### src/rtl/up_down_counter_param.sv
// Parametrised up/down counter with runtime modulus, load, enable and wrap/saturate mode.
// Define UDCNT_STICKY_OVF_EN to add the clr_ovf input and the ovf_sticky overflow flag.
module up_down_counter_param #(
    parameter int unsigned           WIDTH       = 8,
    parameter logic [WIDTH-1:0]      RESET_VALUE = '0
) (
    input  logic             clk,
    input  logic             rst,
    input  logic             en,
    input  logic             up,
    input  logic             down,
    input  logic             load,
    input  logic [WIDTH-1:0] load_val,
    input  logic [WIDTH-1:0] max_val,
    input  logic             sat_mode,
    output logic [WIDTH-1:0] count,
    output logic             tc,
    output logic             wrap_evt,
    output logic             sat_hit
`ifdef UDCNT_STICKY_OVF_EN
    ,
    input  logic             clr_ovf,
    output logic             ovf_sticky
`endif
);

    logic [WIDTH-1:0] count_nxt;
    logic             wrap_nxt;
    logic             sat_nxt;
    logic             at_top;
    logic             at_zero;
    logic             over_range;

    assign at_top     = (count >= max_val);
    assign at_zero    = (count == '0);
    assign over_range = (count > max_val);

    assign tc = en & ~load & ((up & at_top) | (~up & down & at_zero));

    // up wins over down; out-of-range counts snap back to a range end
    always_comb begin
        count_nxt = count;
        wrap_nxt  = 1'b0;
        sat_nxt   = 1'b0;
        if (load) begin
            count_nxt = (load_val > max_val) ? max_val : load_val;
        end else if (en) begin
            if (up) begin
                if (!at_top) begin
                    count_nxt = count + WIDTH'(1);
                end else if (sat_mode) begin
                    count_nxt = max_val;
                    sat_nxt   = 1'b1;
                end else begin
                    count_nxt = '0;
                    wrap_nxt  = 1'b1;
                end
            end else if (down) begin
                if (over_range) begin
                    count_nxt = max_val;
                end else if (!at_zero) begin
                    count_nxt = count - WIDTH'(1);
                end else if (sat_mode) begin
                    sat_nxt   = 1'b1;
                end else begin
                    count_nxt = max_val;
                    wrap_nxt  = 1'b1;
                end
            end
        end
    end

    always_ff @(posedge clk or negedge rst) begin
        if (!rst) begin
            count    <= RESET_VALUE;
            wrap_evt <= 1'b0;
            sat_hit  <= 1'b0;
        end else begin
            count    <= count_nxt;
            wrap_evt <= wrap_nxt;
            sat_hit  <= sat_nxt;
        end
    end

`ifdef UDCNT_STICKY_OVF_EN
    // a new event outranks a concurrent clear
    always_ff @(posedge clk or negedge rst) begin
        if (!rst) begin
            ovf_sticky <= 1'b0;
        end else if (wrap_nxt || sat_nxt) begin
            ovf_sticky <= 1'b1;
        end else if (clr_ovf) begin
            ovf_sticky <= 1'b0;
        end
    end
`endif

endmodule
### config.mk
export PLATFORM = sky130hd
export DESIGN_NAME = up_down_counter_param
export DESIGN_NICKNAME = d
export VERILOG_FILES = /design/src/rtl/up_down_counter_param.sv
export SDC_FILE = /design/constraint.sdc
export NUM_CORES = 1
export LEC_CHECK = 0
export ABC_AREA = 1
export CELL_PAD_IN_SITES_DETAIL_PLACEMENT = 0
export CELL_PAD_IN_SITES_GLOBAL_PLACEMENT = 1
export CORE_ASPECT_RATIO = 0.7
export CORE_UTILIZATION = 38
export DETAILED_ROUTE_END_ITERATION = 10
export PLACE_DENSITY_LB_ADDON = 0.1
export SETUP_SLACK_MARGIN = 0.2
export SLEW_MARGIN = 20
export SYNTH_ARGS = -nofsm -noshare
export SYNTH_HDL_FRONTEND = slang
export SYNTH_SLANG_ARGS = --single-unit
### constraint.sdc
create_clock -name clk -period 2.4 [get_ports clk]
set_input_delay 0.48 -clock clk [delete_from_list [all_inputs] [get_ports clk]]
set_output_delay 0.48 -clock clk [all_outputs]
set_load 0.02 [all_outputs]
Word-level counts from Yosys, hierarchy flattened
Index checks and enable logic that the tools add are counted.
{"block": "op_classes", "addsub": 2, "mul": 0, "n_div": 0, "n_lt_le_gt_ge": 3, "n_eq_ne": 1, "shift": 0, "muxes": 26, "n_bitwise": 8, "reduce_logical": 4}
{"op": "$mux 8", "n": 10}
{"op": "$gt 8x8->1", "n": 2}
{"op": "$mux 1", "n": 16}
{"op": "$add 8x1->8 const B", "n": 1}
{"op": "$ge 8x8->1", "n": 1}
{"op": "$logic_not 8->1", "n": 1}
{"op": "$sub 8x1->8 const B", "n": 1}
{"op": "$and 1x1->1", "n": 5}
{"op": "$ne 5x4->1 const B", "n": 1}
{"op": "$reduce_and 3->1", "n": 1}
{"op": "$reduce_bool 3->1", "n": 1}
{"op": "$not 1->1", "n": 2}
{"op": "$reduce_bool 2->1", "n": 1}
{"op": "$or 1x1->1", "n": 1}
{"block": "word_totals", "reg_bits": 10, "latchBits": 0, "ram_bits": 0, "romBits": 0, "in_bits": 23, "out_inout_bits": 11, "wordCells": 47, "mem_count": 0}

Longest topological paths before layout
{"block": "depth", "word_depth": 7, "ltp_mapped": 16, "mapped_depth_nobuf": 15}

Least setup slack after synthesis
No wires, ideal clock.
{"block": "synth_path", "path_type": "reg-to-output", "from": "reg count[7]", "to": "out tc", "t_arrival_ps": 1833, "path_slack_ps": 87, "stages_incl_launch_ff": 8, "n_path_buf": 0, "path_cell_list": "dfrtp_1 -> ha_1 -> a21o_1 -> nor2_8 -> nand3_2 -> a21oi_1 -> nand3b_4 -> inv_1"}
{"block": "synth_between", "elab_chain_cells": 4, "elab_cells_between_ends": 6}
{"item": "start, declared", "line_no": "16", "source": "output logic [WIDTH-1:0] count,"}
{"item": "start signal, assigned", "line_no": "79", "source": "count <= count_nxt;"}
{"item": "$ge 8x8->1 / $logic_not 8->1 (equally long branches)", "line_no": "34, 35"}
{"item": "$and 1x1->1", "line_no": "38", "source": "assign tc = en & ~load & ((up & at_top) | (~up & down & at_zero));"}
{"item": "$or 1x1->1 (*)", "line_no": "38"}
{"item": "$and 1x1->1 (*)", "line_no": "38"}
{"item": "end, declared", "line_no": "17", "source": "output logic tc,"}
Mark *: on every way between the ends. The rest lies on a longest branch, timed or not.

Worst setup path after layout
{"block": "layout_path", "from": "reg count[5]", "to": "out tc"}
The elaborated chain is that of the path after synthesis.

==> results by stage <==
Global route:
- For met2 alone, demand over resource in global routing was 42.02%.
- The met1 layer usage reported by global route is 37.45%.
- For this run, global-route usage on met3 was measured as 3.435%.
- The global-route usage over all layers is 26.55%.
- The global-route layer with the greatest usage is met2.
- The via count of the first global-routing pass is 2247.
- After global routing the overflow that remains totals 0.
- The first global-routing pass estimated 11.07 mm of wire.
- The initial antenna violation count is 0.
- The maximum number of pins on one net before global-route repair is 18.

Layout:
- The post-layout net count is 446.
- The library cells used most frequently in the layout, excluding fill and tap cells, are 80 x nand2_1, 56 x buf_4, 48 x nand3_1.
- Compared with the post-synthesis result, the final layout area differs by 52.69%.
- The utilization after layout is 62.21%.
- The share of final-layout standard cells stronger than drive strength 1 is 35.73%.
- The filler cells instantiated in the layout total 469.
- The post-route non-filler standard cell count is 472.
- The most common cell after layout, fill and taps aside is nand2_1.
- The number of antenna diodes in the final layout is 0.

Yosys:
- The simple-gate share of the synthesized area is 51.81%.
- For this run, the number of Yosys warnings is 0.
- The top-area cell type share of the netlist area is 15.75%.
- The number of cells produced by synthesis is 316.
- The post-synthesis net count is 358.
- The mean post-synth cell area is 6.335 um^2.
- Summing the areas of all compound-gate instances in the mapped netlist gives 10.69% of the synthesized area.
- Of the total synthesized cell area, the portion taken by XOR and XNOR cells is 1.312%.
- The cell area that synthesis handed to floorplanning was 0.002002 mm^2.
- The number of synthesized register bits is 10.
- The unique cell type count in the Yosys netlist is 39.
- The portion of synthesized area spent on multiplexers is 0%.
- The largest family of logic cells by synthesized area is simple AND/OR/NAND/NOR gates.
- After Yosys synthesis, full adders, half adders and majority gates account for 11.88% of the synthesized area.
- In the post-synthesis netlist, the biggest area contributors are nand2_1 16%, nand3_1 13%, dfrtp_1 13%.
- Of all cell types, the one taking the most synthesized area is nand2_1.
- The sequential area share after synthesis is 12.50%.

Routing:
- The detailed router finished its first iteration with 177 violations.
- The via count normalized by instance count is 5.074.
- After detailed routing, the average wire length per cell comes to 14.80 um.
- The final route contains 2395 vias.
- The number of detailed-routing iterations run before antenna repair is 4.
- The final routed wirelength across all metal layers is 6.984 mm.
- The residual antenna-violating net count after detailed routing is 0.
- The remaining design rule violation count is 0.

Clock tree:
- Clock-pin slew was measured on the worst setup and hold paths at 0.06 ns.
- TritonCTS built the clock tree.
- For the worst-skew pair, the clock arrives at the later sink with an insertion delay of 0.25 ns.
- The H-tree level count is 1.
- The cell sitting at the root of the clock tree is a clkbuf_8.
- The maximum number of buffers from clock root to sink is 2.
- The number of clock sinks seen by CTS is 10.
- The number of clock buffers added by TritonCTS is 3.

STA:
- The relative slew slack is 60.11%.
- Setup slack on the critical path of the routed design comes to 0.1035 ns.
- Setup repair after global routing could not meet its margin everywhere.
- The share of the clock period used by the worst path is 95.69%.
- The final number of hold-violating endpoints is 0.
- The slew at the pin closest to its max-slew limit is 0.5964 ns.
- Counting I/O delays and the setup requirement, the final critical path takes 2.297 ns.
- The maximum clock skew at final layout is 0.006704 ns.
- The peak clock frequency supported by timing is 435.4 MHz.
- Setup violations remaining at the end of the flow were counted as 0.
- The final number of max-transition violations is 0.

Die:
- The die footprint is 0.005567 mm^2.
- From left edge to right edge, the die measures 88.75 um.
- Once the floorplan was initialized, standard cells occupied 40.74% of the core.
- The core area is 0.004913 mm^2.
- In this run the core area contains 21 standard-cell rows.
- In this run the vertical extent of the chip is 62.73 um.
- The number of I/O pins is 34.

Power:
- VDD sags by at most 0.2638 mV.
- The overall power after layout is 1.695 mW.
- The leakage power figure is 1.589 nW.
- The ratio of total power to cell area is 554.5 mW/mm^2.

Worst setup path:
- The data arrival time of the critical path is 1.82 ns.
- The largest fanout of any net on the critical path is 2.
- The reg-to-reg startpoint is count[5].
- Measured in cells, the most critical reg-to-reg path has a length of 12.
- STA classifies the critical path endpoint as a primary output.
- The startpoint of the worst setup timing path is count[5].
- Setup slack on the worst reg-to-reg path comes out at 0.26 ns.
- The critical path is of the reg -> out type.
- At the worst endpoint, the required time is 1.92 ns.
- The capture point of the worst reg-to-reg path is count[3].
- The critical path capture point is tc.
- The startpoint type of the worst setup path is a flip-flop.

Min path:
- The worst hold path belongs to the class in -> async.

Outcome:
- The flow ran to the end, and the final reports show no timing, DRC or antenna violations.

Placement:
- The quantity of I/O buffers inserted on ports is 33.
- The estimated wirelength of the detail-placed design is 5.236 mm.
- After detailed placement, the design holds a cell count of 459.
- The weighted congestion reported at the end of routability-driven placement is 0.8820.
- Prior to clock tree synthesis, the placed netlist has a worst setup slack of -0.7511 ns.

Flow run:
- The number of max-capacitance violations reported is 0.
==> final cells by class <==
class / count / area [um^2] / area share (%)
Tap cell: 69 / 86.33 / 2.824
Clock buffer: 4 / 45.04 / 1.474
Sequential cell: 10 / 255.2 / 8.350
Multi-Input combinational cell: 254 / 1738 / 56.86
Timing Repair Buffer: 92 / 763.2 / 24.97
Inverter: 43 / 168.9 / 5.526
==> worst min-delay path by stage <==
stage                   from       end  slack (ns)  depth (start not counted)
finish                   rst  count[7]        0.60                          1
global route             rst  count[4]        0.64                          1
CTS                      rst  count[4]        0.62                          1
detailed placement  count[0]  count[0]        0.79                          4
global placement    count[0]  count[0]        0.78                          4
floorplan                rst  count[0]        0.18                          0
==> routing by layer <==
metal	wire length, um	vias to the layer above
met5	0	-
met4	187	0
met3	425	15
met2	3238	79
met1	3133	1086
li1	-	1215
==> flip-flops by register name, summed over array words and instances (netlist names) <==
| name | flops |
|---|---|
| sat_hit | 1 |
| wrap_evt | 1 |
| count | 8 |
==> stage by stage <==
step	cell area [um^2]	hold WS, ns	TNS, ns
floorplan	2021	0.1844	0
global placement	2750	0.7788	-2.917
detailed placement	2750	0.7886	-3.099
CTS	2933	0.6244	0
global route	3057	0.6373	0
finish	3057	0.6043	0
==> synth_stat cells <==
cell type	n
nand2_1	84
nand3_1	51
inv_1	37
nor2_1	24
ha_1	19
a21oi_1	15
nand4_1	11
dfrtp_1	10
buf_2	5
nor2_2	5
a21boi_2	4
inv_2	4
nand2_4	4
o21ai_0	4
o21ai_1	4
a21boi_1	3
nand2_2	3
xor2_1	3
buf_6	2
clkbuf_1	2
nand2_8	2
nor2_4	2
nor3_1	2
a21o_1	1
a21oi_2	1
buf_8	1
clkinv_1	1
clkinv_4	1
nand3_2	1
nand3_4	1
nand3b_4	1
nand4_4	1
nor2_8	1
nor3_2	1
nor3_4	1
nor3b_4	1
o21a_1	1
o21bai_1	1
or2_2	1
==> cell families after synthesis <==
group,Yosys count
AOI/OAI and AO/OA,34
xor gates and xnor gates,3
adders and majority gates,19
buffers and inverters,53
DFF,10
and+or+nand+nor,197
==> where the power goes <==
part	switching (mW)	leakage, nW	internal, mW
sequential	0.0366	0.115	0.202
clock	0.0879	0.0228	0.118
combinational	0.684	1.45	0.567
==> repair_timing <==
| action | 4_1_cts | 5_1_grt |
|---|---|---|
| resized for setup | 48 | 31 |
| hold buffers | 0 | 0 |
| cloned | 1 | 0 |
| pin swaps | 17 | 20 |
| buffers inserted | 4 | 4 |
| setup endpoints to repair | 11 | 10 |
==> worst max-delay path, cell delays in order, from the launching register on <==
cell	delay, ns
dfrtp_1	0.42
ha_4	0.26
a21oi_4	0.15
nor2_4	0.06
nor2_8	0.13
nand3_4	0.09
a21oi_2	0.14
nand3b_4	0.16
inv_4	0.03
buf_6	0.12
Power figures use the tool's default switching activity.
